--- src/rtl/coin_acceptor.sv ---
// Coin acceptor front end: debounces four coin sensors, queues detected coins
// in a small FIFO and replays them to the vending controller as an Enable
// wake pulse followed by single-cycle coin pulses, holding off once the
// session total reaches the price until the controller delivers.
module coin_acceptor #(
   parameter int PRICE           = 125,
   parameter int DEBOUNCE_CYCLES = 4,
   parameter int GAP_CYCLES      = 1,
   parameter int FIFO_DEPTH      = 4
) (
   input  logic       CLK,
   input  logic       RST,
   input  logic [3:0] CoinSense,
   input  logic       Deliver,
   output logic       Enable,
   output logic       OneDollar,
   output logic       FiftyCents,
   output logic       TenCents,
   output logic       FiveCents,
   output logic       Reject,
   output logic [7:0] Total
);

   localparam int CW = (DEBOUNCE_CYCLES > 2) ? $clog2(DEBOUNCE_CYCLES) : 1;
   localparam int AW = (FIFO_DEPTH > 2) ? $clog2(FIFO_DEPTH) : 1;
   localparam int GW = $clog2(GAP_CYCLES + 1);
   localparam logic [CW-1:0] DEB_LAST = CW'(DEBOUNCE_CYCLES - 1);
   localparam logic [GW-1:0] GAP_LAST = GW'(GAP_CYCLES - 1);
   localparam logic [AW:0]   DEPTH_V  = (AW + 1)'(FIFO_DEPTH);
   localparam logic [7:0]    PRICE_V  = 8'(PRICE);

   localparam logic [2:0] S_IDLE  = 3'd0;
   localparam logic [2:0] S_WAKE  = 3'd1;
   localparam logic [2:0] S_ISSUE = 3'd2;
   localparam logic [2:0] S_GAP   = 3'd3;
   localparam logic [2:0] S_WAIT  = 3'd4;
   localparam logic [2:0] S_HOLD  = 3'd5;

   // Elaboration-time guards on parameter ranges the arithmetic relies on.
   if (PRICE + 95 > 255) begin : g_price_check
      $error("coin_acceptor: PRICE+95 must not exceed 255");
   end
   if (DEBOUNCE_CYCLES < 2) begin : g_deb_check
      $error("coin_acceptor: DEBOUNCE_CYCLES must be at least 2");
   end
   if (GAP_CYCLES < 1) begin : g_gap_check
      $error("coin_acceptor: GAP_CYCLES must be at least 1");
   end
   if ((FIFO_DEPTH < 2) || ((FIFO_DEPTH & (FIFO_DEPTH - 1)) != 0)) begin : g_depth_check
      $error("coin_acceptor: FIFO_DEPTH must be a power of 2, at least 2");
   end

   logic [3:0]    detect;
   logic [3:0]    pending_reg;
   logic [3:0]    pending_clr;
   logic [1:0]    sel_code;
   logic          have_pending;
   logic          do_write;
   logic          do_reject;
   logic          reject_reg;

   logic [1:0]    mem [FIFO_DEPTH];
   logic [AW-1:0] wr_ptr_reg;
   logic [AW-1:0] rd_ptr_reg;
   logic [AW:0]   count_reg;
   logic          fifo_empty;
   logic          fifo_full;
   logic [1:0]    head_code;
   logic          pop;

   logic [2:0]    state_reg;
   logic [GW-1:0] gap_cnt_reg;
   logic          gap_done;
   logic [7:0]    total_reg;
   logic          enable_reg;
   logic [3:0]    coin_reg;

   genvar gi;
   for (gi = 0; gi < 4; gi++) begin : g_deb
      logic [CW-1:0] cnt_reg;
      logic          latched_reg;
      // Count consecutive samples that differ from the accepted level; flip after a full run.
      always_ff @(posedge CLK) begin
         if (RST) begin
            cnt_reg     <= '0;
            latched_reg <= 1'b0;
         end else if (CoinSense[gi] != latched_reg) begin
            if (cnt_reg == DEB_LAST) begin
               cnt_reg     <= '0;
               latched_reg <= CoinSense[gi];
            end else begin
               cnt_reg <= cnt_reg + 1'b1;
            end
         end else begin
            cnt_reg <= '0;
         end
      end
      // A coin is detected on the sample that completes a high run from the low level.
      assign detect[gi] = CoinSense[gi] && !latched_reg && (cnt_reg == DEB_LAST);
   end

   // Pick the highest-value pending coin; its flag is consumed whether queued or rejected.
   always_comb begin
      sel_code    = 2'd0;
      pending_clr = 4'b0000;
      if (pending_reg[3]) begin
         sel_code    = 2'd3;
         pending_clr = 4'b1000;
      end else if (pending_reg[2]) begin
         sel_code    = 2'd2;
         pending_clr = 4'b0100;
      end else if (pending_reg[1]) begin
         sel_code    = 2'd1;
         pending_clr = 4'b0010;
      end else if (pending_reg[0]) begin
         sel_code    = 2'd0;
         pending_clr = 4'b0001;
      end
   end

   assign have_pending = |pending_reg;
   assign fifo_empty   = (count_reg == '0);
   assign fifo_full    = (count_reg == DEPTH_V);
   assign head_code    = mem[rd_ptr_reg];
   assign gap_done     = (gap_cnt_reg == GAP_LAST);
   assign pop          = !fifo_empty && ((state_reg == S_WAKE) || (state_reg == S_WAIT) ||
                                         ((state_reg == S_GAP) && gap_done));
   // A simultaneous pop frees the slot, so a full queue only rejects when nothing leaves.
   assign do_write     = have_pending && (!fifo_full || pop);
   assign do_reject    = have_pending && fifo_full && !pop;

   // Pending flags, FIFO pointers/occupancy and the Reject pulse.
   always_ff @(posedge CLK) begin
      if (RST) begin
         pending_reg <= 4'b0000;
         wr_ptr_reg  <= '0;
         rd_ptr_reg  <= '0;
         count_reg   <= '0;
         reject_reg  <= 1'b0;
      end else begin
         pending_reg <= (pending_reg & ~pending_clr) | detect;
         reject_reg  <= do_reject;
         if (do_write) wr_ptr_reg <= wr_ptr_reg + 1'b1;
         if (pop)      rd_ptr_reg <= rd_ptr_reg + 1'b1;
         if (do_write && !pop)      count_reg <= count_reg + 1'b1;
         else if (pop && !do_write) count_reg <= count_reg - 1'b1;
      end
   end

   // Queue storage; contents are qualified by the pointers so no reset is needed.
   always_ff @(posedge CLK) begin
      if (do_write) mem[wr_ptr_reg] <= sel_code;
   end

   function automatic logic [7:0] coin_value(input logic [1:0] code);
      case (code)
         2'd3:    coin_value = 8'd100;
         2'd2:    coin_value = 8'd50;
         2'd1:    coin_value = 8'd10;
         default: coin_value = 8'd5;
      endcase
   endfunction

   // Session FSM with registered Enable/coin pulses; popping happens on entry to ISSUE.
   always_ff @(posedge CLK) begin
      if (RST) begin
         state_reg   <= S_IDLE;
         gap_cnt_reg <= '0;
         total_reg   <= 8'd0;
         enable_reg  <= 1'b0;
         coin_reg    <= 4'b0000;
      end else begin
         enable_reg <= 1'b0;
         coin_reg   <= 4'b0000;
         if (pop) begin
            coin_reg  <= 4'b0001 << head_code;
            total_reg <= total_reg + coin_value(head_code);
         end
         case (state_reg)
            S_IDLE: begin
               if (!fifo_empty) begin
                  state_reg  <= S_WAKE;
                  enable_reg <= 1'b1;
               end
            end
            S_WAKE:  state_reg <= pop ? S_ISSUE : S_WAIT;
            S_ISSUE: begin
               gap_cnt_reg <= '0;
               state_reg   <= (total_reg >= PRICE_V) ? S_HOLD : S_GAP;
            end
            S_GAP: begin
               if (gap_done) state_reg <= pop ? S_ISSUE : S_WAIT;
               else          gap_cnt_reg <= gap_cnt_reg + 1'b1;
            end
            S_WAIT: begin
               if (pop) state_reg <= S_ISSUE;
            end
            S_HOLD: begin
               if (Deliver) begin
                  total_reg <= 8'd0;
                  state_reg <= S_IDLE;
               end
            end
            default: state_reg <= S_IDLE;
         endcase
      end
   end

   assign Enable     = enable_reg;
   assign OneDollar  = coin_reg[3];
   assign FiftyCents = coin_reg[2];
   assign TenCents   = coin_reg[1];
   assign FiveCents  = coin_reg[0];
   assign Reject     = reject_reg;
   assign Total      = total_reg;

endmodule

--- config.mk ---
export PLATFORM = sky130hd
export DESIGN_NAME = coin_acceptor
export DESIGN_NICKNAME = d
export VERILOG_FILES = /design/src/rtl/coin_acceptor.sv
export SDC_FILE = /design/constraint.sdc
export NUM_CORES = 1
export LEC_CHECK = 0
export CORE_MARGIN = 2
export CORE_UTILIZATION = 55
export DETAILED_ROUTE_END_ITERATION = 7
export PLACE_DENSITY_LB_ADDON = 0.3
export SLEW_MARGIN = 0
export SYNTH_ARGS = -nofsm -noshare
export SYNTH_HDL_FRONTEND = slang
export SYNTH_SLANG_ARGS = --single-unit
--- constraint.sdc ---
create_clock -name CLK -period 4.1 [get_ports CLK]
set_input_delay 1.025 -clock CLK [delete_from_list [all_inputs] [get_ports CLK]]
set_output_delay 1.025 -clock CLK [all_outputs]
set_load 0.03 [all_outputs]
==> results.json, run 1 <==
{
  "fin_tns_setup_ns": 0,
  "cp-end-kind": "flip-flop",
  "path_class": "reg -> reg",
  "utilization": 0.646,
  "period_minus_slack_ns": 2.73,
  "p_int_mw": 0.707,
  "synth_edf_count": 8,
  "syn2layout_area_growth_pct": 14.3,
  "seqCellArea_mm2": 0.00108,
  "powerDensity_mw_per_mm2": 324,
  "yosysSeqAreaShare": 0.446,
  "start_util": 0.565,
  "synth_seq_cells": 50,
  "clkSinkCount": 50,
  "synth_nets": 281,
  "whs_ns": 0.431,
  "p_sw_mw": 0.192,
  "power.share.sequential": 0.565,
  "wl_per_cell_um": 12.7,
  "clk_pin_slew_ns": 0.09,
  "critPathMaxFanout": 6,
  "antennaDiodeCount": 0,
  "antenna_found_initial": 0,
  "die_h_um": 70.4,
  "syn-mean-instance-area_um2": 9.86,
  "min_path_type": "reg -> reg",
  "period_share": 0.667,
  "drive_gt1_frac": 0.0672,
  "cts_hold_buf": 0,
  "synth_cell_types": 47,
  "fillers": 355,
  "worst_pin_slew_ns": 0.621,
  "yosysWarnings": 0,
  "fmax_ghz": 0.366,
  "post_cts_buffers": 0,
  "multi_input_area_mm2": 0.00124,
  "clock_latency_ns": 0.31,
  "wirelength_um": 4070,
  "synth-async-reset-ratio": 0,
  "synth_area_mm2": 0.00243,
  "vias_per_cell": 5.48,
  "finalMaxSlewViolations": 0,
  "core_mm2": 0.00429,
  "die_area_mm2": 0.00496,
  "io_pins": 21,
  "arrival_ns": 2.94,
  "cts_max_level": 2,
  "synth_ff_type": "dfxtp_1",
  "fin_nets": 302,
  "cts-root-buf": "clkbuf_8",
  "finalSetupViolCount": 0,
  "rows": 24,
  "drt_first_pass_iters": 4,
  "port_buffers": 20,
  "status": "complete, no violations",
  "grt_overflow": 0,
  "vias": 1752,
  "grt_max_degree": 18,
  "ctsResizeCount": 0,
  "drtIter0Drc": 67,
  "track_usage": 0.178,
  "grt_pass1_vias": 1560,
  "ir_drop_mv": 0.214,
  "netlist_instances": 246,
  "p_clk_frac": 0.385,
  "slew_headroom": 0.585,
  "drtAntennaViolNets": 0,
  "cts_inserted_buffers": 5,
  "cts_tree": "done",
  "crit_required_ns": 4.31,
  "finalWeightedCongestion": 0.819,
  "p_comb_frac": 0.050,
  "skew_ns": 0.00823,
  "p_leak_nw": 1.12,
  "finalHoldViolations": 0,
  "grt_first_pass_wirelength_um": 6980,
  "drc": 0,
  "switching_share": 0.214,
  "cts_buffer_depth": 2,
  "rsz0062_at_grt": "false",
  "startpoint_type": "flip-flop",
  "die_w_um": 70.4,
  "max_cap_viol_count": 0,
  "dp_hpwl_um": 3030
}
-- layout make-up --
| type | count | area share |
|---|---|---|
| clock buffer | 6 | 0.0262 |
| timing repair buffer | 21 | 0.0749 |
| clock inverter | 2 | 0.0140 |
| tap | 52 | 0.0235 |
| sequential | 50 | 0.390 |
| multi-input combinational | 171 | 0.447 |
| inverter | 18 | 0.0244 |
-- layer usage --
layer | global-route usage | share of wire | vias up
met4 | 0.0833 | 0.023 | 0
met1 | 0.217 | 0.46 | 803
li1 | - | - | 909
met2 | 0.290 | 0.48 | 31
met5 | 0 | 0 | -
met3 | 0.0491 | 0.034 | 9
-- synthesized netlist by cell type, types with 2 or more instances --
master | number | area (um^2)
nor4_1 | 4 | 25.0
dfxtp_1 | 42 | 841
o21ai_0 | 9 | 45.0
and2_1 | 4 | 25.0
clkbuf_1 | 5 | 18.8
inv_1 | 17 | 63.8
a211oi_1 | 3 | 22.5
or3_1 | 3 | 18.8
nand3b_1 | 3 | 22.5
nor3_1 | 7 | 35.0
o21a_1 | 2 | 15.0
fa_1 | 2 | 40.0
a31oi_1 | 6 | 37.5
and3_1 | 3 | 18.8
ha_1 | 26 | 325
nand3_1 | 4 | 20.0
edfxtp_1 | 8 | 240
mux2i_1 | 4 | 40.0
a21o_1 | 3 | 22.5
nor2b_1 | 2 | 12.5
nand2_1 | 13 | 48.8
mux4_2 | 2 | 45.0
a21oi_1 | 17 | 85.1
xor2_1 | 3 | 26.3
nor4b_1 | 4 | 35.0
nor2_1 | 25 | 93.8
xnor2_1 | 3 | 26.3
or2_2 | 3 | 18.8
-- power groups by stage --
stage | Sequential, mW | Clock (mW) | Combinational [mW]
finish | 0.508 | 0.346 | 0.0446
global route | 0.510 | 0.372 | 0.0509
CTS | 0.508 | 0.356 | 0.0450
detailed placement | 0.520 | 0 | 0.0448
global placement | 0.519 | 0 | 0.0438
floorplan | 0.519 | 0 | 0.0309
-- cells by family (layout without fill, tap and decap cells) --
group / Yosys count / in the layout / synth area share
buffers and inverters: 25 / 47 / 0.0433
multiplexers: 6 / 6 / 0.0351
AND/OR/NAND/NOR: 81 / 81 / 0.175
AO/OA/AOI/OAI: 50 / 50 / 0.128
adder cells (fa/ha/maj): 28 / 28 / 0.151
flip-flops: 50 / 50 / 0.446
XOR/XNOR: 6 / 6 / 0.0217
-- critical path, stage by stage (launching register included) --
cell and delay, ns:
dfxtp_1 0.38, mux4_2 0.58, inv_1 0.16, ha_1 0.27, inv_1 0.10, ha_1 0.28
nor2b_1 0.16, o31a_1 0.25, o22ai_1 0.18, mux2i_1 0.21, nand2_1 0.06
-- stage by stage --
| stage | setup WS, ns | cells | area (um^2) | total power [mW] |
|---|---|---|---|---|
| floorplan | 1.54 | 246 | 2430 | 0.550 |
| global placement | 1.43 | 312 | 2660 | 0.563 |
| detailed placement | 1.39 | 312 | 2660 | 0.565 |
| CTS | 1.37 | 320 | 2770 | 0.909 |
| global route | 1.13 | 320 | 2770 | 0.933 |
| finish | 1.37 | 320 | 2770 | 0.899 |
-- placed cells by master (no fill, tap or decap), drive strengths merged, types with 2 or more instances in the layout --
cell and instances:
xor2 3, or3 4, a31oi 7, nor2 25, and3 3, clkdlybuf4s50 20
ha 26, nor4 4, nor2b 2, mux2i 4, nor3b 2, nand2 13
mux4 2, a211oi 3, o21a 2, dfxtp 42, xnor2 3, a21o 3
or2 3, nand3 4, nor3 7, edfxtp 8, inv 18, clkbuf 6
and2 4, fa 2, o21ai 9, a21oi 17, nor4b 4, nand3b 3
-- worst paths after layout --
kind	startpoint	slack, ns	endpoint	cells after the start
worst max-delay path	flip-flop	1.37	Total[6]$_SDFF_PP0_	10
worst min-delay path	g_deb[0].cnt_reg[0]$_SDFF_PP0_	0.43	g_deb[0].cnt_reg[0]$_SDFF_PP0_	1
worst max register to register	flip-flop	1.37	Total[6]$_SDFF_PP0_	10
worst min register to register	g_deb[0].cnt_reg[0]$_SDFF_PP0_	0.43	g_deb[0].cnt_reg[0]$_SDFF_PP0_	1
Note: power is estimated with default switching activity, not from simulation.
==> inputs of run 2 (changes only) <==
Clock period 4.1 ns to 2.7 ns, I/O delays scaled along.
==> run 2 against run 1 <==
  * Clock skew hardly changed
  * Utilization is 1.3 points higher
  * Register-to-register slack worse by 1.2 ns
  * Sequential share of layout area decreased by 0.70 points
  * Clock power rose by 23%
  * Setup slack worse by 1.2 ns
  * Clock-buffer cell count down 1
  * Wire length increased by 0.84%
  * Global-route usage about the same
  * Hold slack improved by 0.0034 ns
==> results.json, run 2 (synthesis results as in run 1) <==
{
  "cp_cell_sequence": "mux4_2 > inv_2 > ha_2 > inv_2 > ha_2 > nor2b_2 > o31a_1 > o22ai_2 > mux2i_1 > nand2_1",
  "finalSetupViolCount": 0,
  "top_usage_layer": "met2",
  "grt_overflow": 0,
  "antennaDiodeCount": 0,
  "vias": 1796,
  "rsz0062_at_grt": "false",
  "finalWeightedCongestion": 0.906,
  "grt_first_pass_wirelength_um": 6990,
  "cts_inserted_buffers": 5,
  "startpoint_type": "flip-flop",
  "track_usage": 0.178,
  "fillers": 355,
  "io_pins": 21,
  "cts_max_level": 2,
  "die_w_um": 70.4,
  "path_class": "reg -> reg",
  "whs_ns": 0.435,
  "globalRouteMet3Util": 0.0476,
  "postLayoutCellArea_mm2": 0.00283,
  "met1_usage": 0.206,
  "fmax_ghz": 0.393,
  "cts_hold_buf": 0,
  "cts_tree": "done",
  "final_common_cell": "dfxtp_1",
  "rows": 24,
  "p_leak_nw": 1.16,
  "dp_hpwl_um": 3090,
  "wl_per_cell_um": 12.6,
  "finalHoldViolations": 0,
  "antenna_found_initial": 0,
  "worst_pin_slew_ns": 0.433,
  "grt_pass1_vias": 1700,
  "finalMaxSlewViolations": 0,
  "worst_slack_ns": 0.153,
  "die_h_um": 70.4,
  "powerDensity_mw_per_mm2": 449,
  "cp-end-kind": "flip-flop",
  "clock_latency_ns": 0.31,
  "status": "complete, no violations",
  "clkSinkCount": 50,
  "clk_pin_slew_ns": 0.09,
  "place_area_mm2": 0.00271,
  "period_share": 0.944,
  "fin_nets": 308,
  "critPathMaxFanout": 4,
  "core_mm2": 0.00429,
  "max_cap_viol_count": 0,
  "drc": 0,
  "vias_per_cell": 5.51,
  "port_buffers": 20,
  "drt_first_pass_iters": 4,
  "cts_buffer_depth": 2,
  "period_minus_slack_ns": 2.55,
  "cts-root-buf": "clkbuf_8",
  "skew_ns": 0.00791,
  "ir_drop_mv": 0.378,
  "drtIter0Drc": 74,
  "slowest_delay_ns": 0.55,
  "start_util": 0.565,
  "crit_family": "multiplexers",
  "crit_required_ns": 2.90,
  "pre_cts_slack_ns": 0.0988,
  "drive_gt1_frac": 0.131,
  "slew_headroom": 0.711,
  "die_area_mm2": 0.00496,
  "critPathSlowestCell": "mux4_2",
  "most-common-layout-cells": "41 x dfxtp_1, 25 x nor2_1, 23 x ha_1",
  "grt_max_degree": 17,
  "arrival_ns": 2.75,
  "path_buf_inv": 2,
  "min_path_type": "reg -> reg",
  "fin_tns_setup_ns": 0,
  "grt_util_met2": 0.308,
  "wirelength_um": 4110,
  "drtAntennaViolNets": 0,
  "syn2layout_area_growth_pct": 16.5
}
-- run 2: repair_timing --
action | in CTS | in global routing
setup endpoints to repair | 0 | 4
gates resized for setup | 0 | 12
buffers inserted | 0 | 0
-- run 2: area by class of cell --
cell class | count | area (um^2) | share of cell area
timing repair buffer | 27 | 253 | 0.0894
sequential | 50 | 1080 | 0.383
multi-input combinational | 171 | 1270 | 0.449
tap | 52 | 65.1 | 0.0230
clock buffer | 5 | 68.8 | 0.0243
clock inverter | 3 | 21.3 | 0.00753
inverter | 18 | 67.6 | 0.0239
-- run 2: worst paths after layout --
check	startpoint	cells after the start	slack, ns	end
max	flip-flop	10	0.15	Total[6]$_SDFF_PP0_
min	g_deb[2].cnt_reg[0]$_SDFF_PP0_	1	0.43	g_deb[2].cnt_reg[0]$_SDFF_PP0_
min reg2reg	g_deb[2].cnt_reg[0]$_SDFF_PP0_	1	0.43	g_deb[2].cnt_reg[0]$_SDFF_PP0_
max reg2reg	flip-flop	10	0.15	Total[6]$_SDFF_PP0_
-- run 2: through the flow --
stage,std cells,total power [mW],util
after CTS,326,1.29,0.651
after global placement,318,0.857,0.630
after global routing,326,1.32,0.658
final,326,1.27,0.658
after floorplan,246,0.835,-
after detailed placement,318,0.860,0.630
-- run 2: where the power goes --
| group | total [mW] | internal [mW] | switching [mW] |
|---|---|---|---|
| Sequential | 0.772 | 0.764 | 0.00847 |
| Clock | 0.425 | 0.182 | 0.243 |
| Combinational | 0.0715 | 0.0341 | 0.0375 |
-- run 2: per-layer routing --
layer,up-vias,wire (um)
met2,28,2060
met5,-,0
met1,842,1810
li1,920,-
met3,6,159
met4,0,74
==> inputs of run 3 (changes only) <==
Settings changed: MAX_ROUTING_LAYER from default to met4, PLACE_DENSITY from default to 0.76, PLACE_DENSITY_LB_ADDON 0.3 to default.
Clock period 2.7 ns to 2.4 ns, I/O delays scaled along.
==> run 3 against run 2 <==
  * The flow now finishes with violations (negative setup slack)
  * Clock skew rose by 0.0028 ns
  * Critical path depth did not move
  * First-iteration DRC count decreased by 4.1%
  * Critical path type unchanged
  * Largest cell class unchanged
==> results.json, run 3 (synthesis results as in run 1) <==
{
  "status": "finished with violations",
  "violations": "negative setup slack",
  "antenna_found_initial": 0,
  "cts-root-buf": "clkbuf_8",
  "die_h_um": 70.4,
  "max_cap_viol_count": 0,
  "min_path_cells": 1,
  "critPathMaxFanout": 4,
  "wl_per_cell_um": 13.7,
  "finalHoldViolations": 0,
  "die_w_um": 70.4,
  "fin_nets": 326,
  "drc": 0,
  "drive_gt1_frac": 0.205,
  "track_usage": 0.209,
  "drtIter0Drc": 71,
  "fmax_ghz": 0.398,
  "whs_ns": 0.437,
  "dp_cells": 332,
  "vias": 1862,
  "drtAntennaViolNets": 0,
  "dp_hpwl_um": 3530,
  "grt_first_pass_wirelength_um": 8020,
  "crit_required_ns": 2.60,
  "powerDensity_mw_per_mm2": 510,
  "finalWeightedCongestion": 0.841,
  "slew_headroom": 0.706,
  "core_mm2": 0.00429,
  "cts_tree": "done",
  "total_power_mw": 1.57,
  "port_buffers": 20,
  "clk_pin_slew_ns": 0.10,
  "rsz0062_at_grt": "true",
  "cp-end-kind": "flip-flop",
  "path_class": "reg -> reg",
  "cts_inserted_buffers": 5,
  "min_path_type": "reg -> reg",
  "skew_ns": 0.0107,
  "wirelength_um": 4730,
  "antennaDiodeCount": 0,
  "final_cell_count_no_fill": 344,
  "syn2layout_area_growth_pct": 26.5,
  "worst_slack_ns": -0.113,
  "vias_per_cell": 5.41,
  "finalMaxSlewViolations": 0,
  "clock_latency_ns": 0.30,
  "postLayoutCellArea_mm2": 0.00307,
  "p_leak_nw": 1.25,
  "finalSetupViolCount": 3,
  "die_area_mm2": 0.00496,
  "startpoint_type": "flip-flop",
  "cts_buffer_depth": 2,
  "grt_overflow": 0,
  "cts_max_level": 2,
  "most-common-layout-cells": "40 x dfxtp_1, 25 x nor2_1, 24 x buf_4",
  "rows": 24,
  "drt_first_pass_iters": 4,
  "arrival_ns": 2.71,
  "final_common_cell": "dfxtp_1",
  "period_minus_slack_ns": 2.51,
  "rr_worst_depth": 10,
  "ir_drop_mv": 0.398,
  "worst_pin_slew_ns": 0.438,
  "grt_max_degree": 29,
  "clkSinkCount": 50,
  "io_pins": 21,
  "grt_pass1_vias": 1813,
  "period_share": 1.05,
  "start_util": 0.565,
  "place_area_mm2": 0.00284
}
[run 3: report_power, final]
group	total (mW)	internal [mW]	switching (mW)
logic	0.0905	0.0437	0.0468
registers	0.867	0.859	0.00722
clock network	0.609	0.316	0.293
total	1.57	1.22	0.347
[run 3: final timing paths]
| kind | to | slack [ns] | from |
|---|---|---|---|
| setup / recovery | Total[6]$_SDFF_PP0_ | -0.11 | flip-flop |
| setup reg to reg | Total[6]$_SDFF_PP0_ | -0.11 | flip-flop |
| hold reg to reg | g_deb[0].cnt_reg[0]$_SDFF_PP0_ | 0.44 | g_deb[0].cnt_reg[0]$_SDFF_PP0_ |
| hold / removal | g_deb[0].cnt_reg[0]$_SDFF_PP0_ | 0.44 | g_deb[0].cnt_reg[0]$_SDFF_PP0_ |
[run 3: layout make-up]
class	count	area [um^2]
clock buffers	5	68.8
clock inverters	3	47.5
fillers	308	1220
inverters	18	70.1
multi-input cells	171	1340
flip-flops and latches	50	1080
well taps	52	65.1
repair buffers	45	392
[run 3: through the flow]
step	TNS (ns)	utilization	setup slack, ns
3_3_place_gp	-0.170	0.661	-0.0940
3_5_place_dp	-0.338	0.661	-0.142
4_1_cts	-0.199	0.697	-0.0919
5_1_grt	-0.607	0.715	-0.206
6_report	-0.218	0.715	-0.113
2_1_floorplan	-0.000106	-	-0.000106
[run 3: worst max-delay path, stage by stage (launching register included)]
cell	delay, ns
dfxtp_2	0.37
mux4_2	0.55
inv_2	0.12
ha_4	0.22
inv_4	0.07
ha_4	0.21
nor2b_4	0.13
o31a_1	0.33
o22ai_4	0.14
mux2i_1	0.21
nand2_1	0.06
[run 3: layer usage]
layer | GRT usage | part of all wire
met4 | 0.0641 | 0.018
met1 | 0.240 | 0.43
met2 | 0.360 | 0.52
met3 | 0.0519 | 0.030
met5 | - | 0
[run 3: repair_timing]
item / 4_1_cts / 5_1_grt
pin swaps: 3 / 9
buffers inserted: 1 / 3
resized for setup: 7 / 11
endpoints found under the setup margin: 4 / 5
hold buffers: 0 / 0
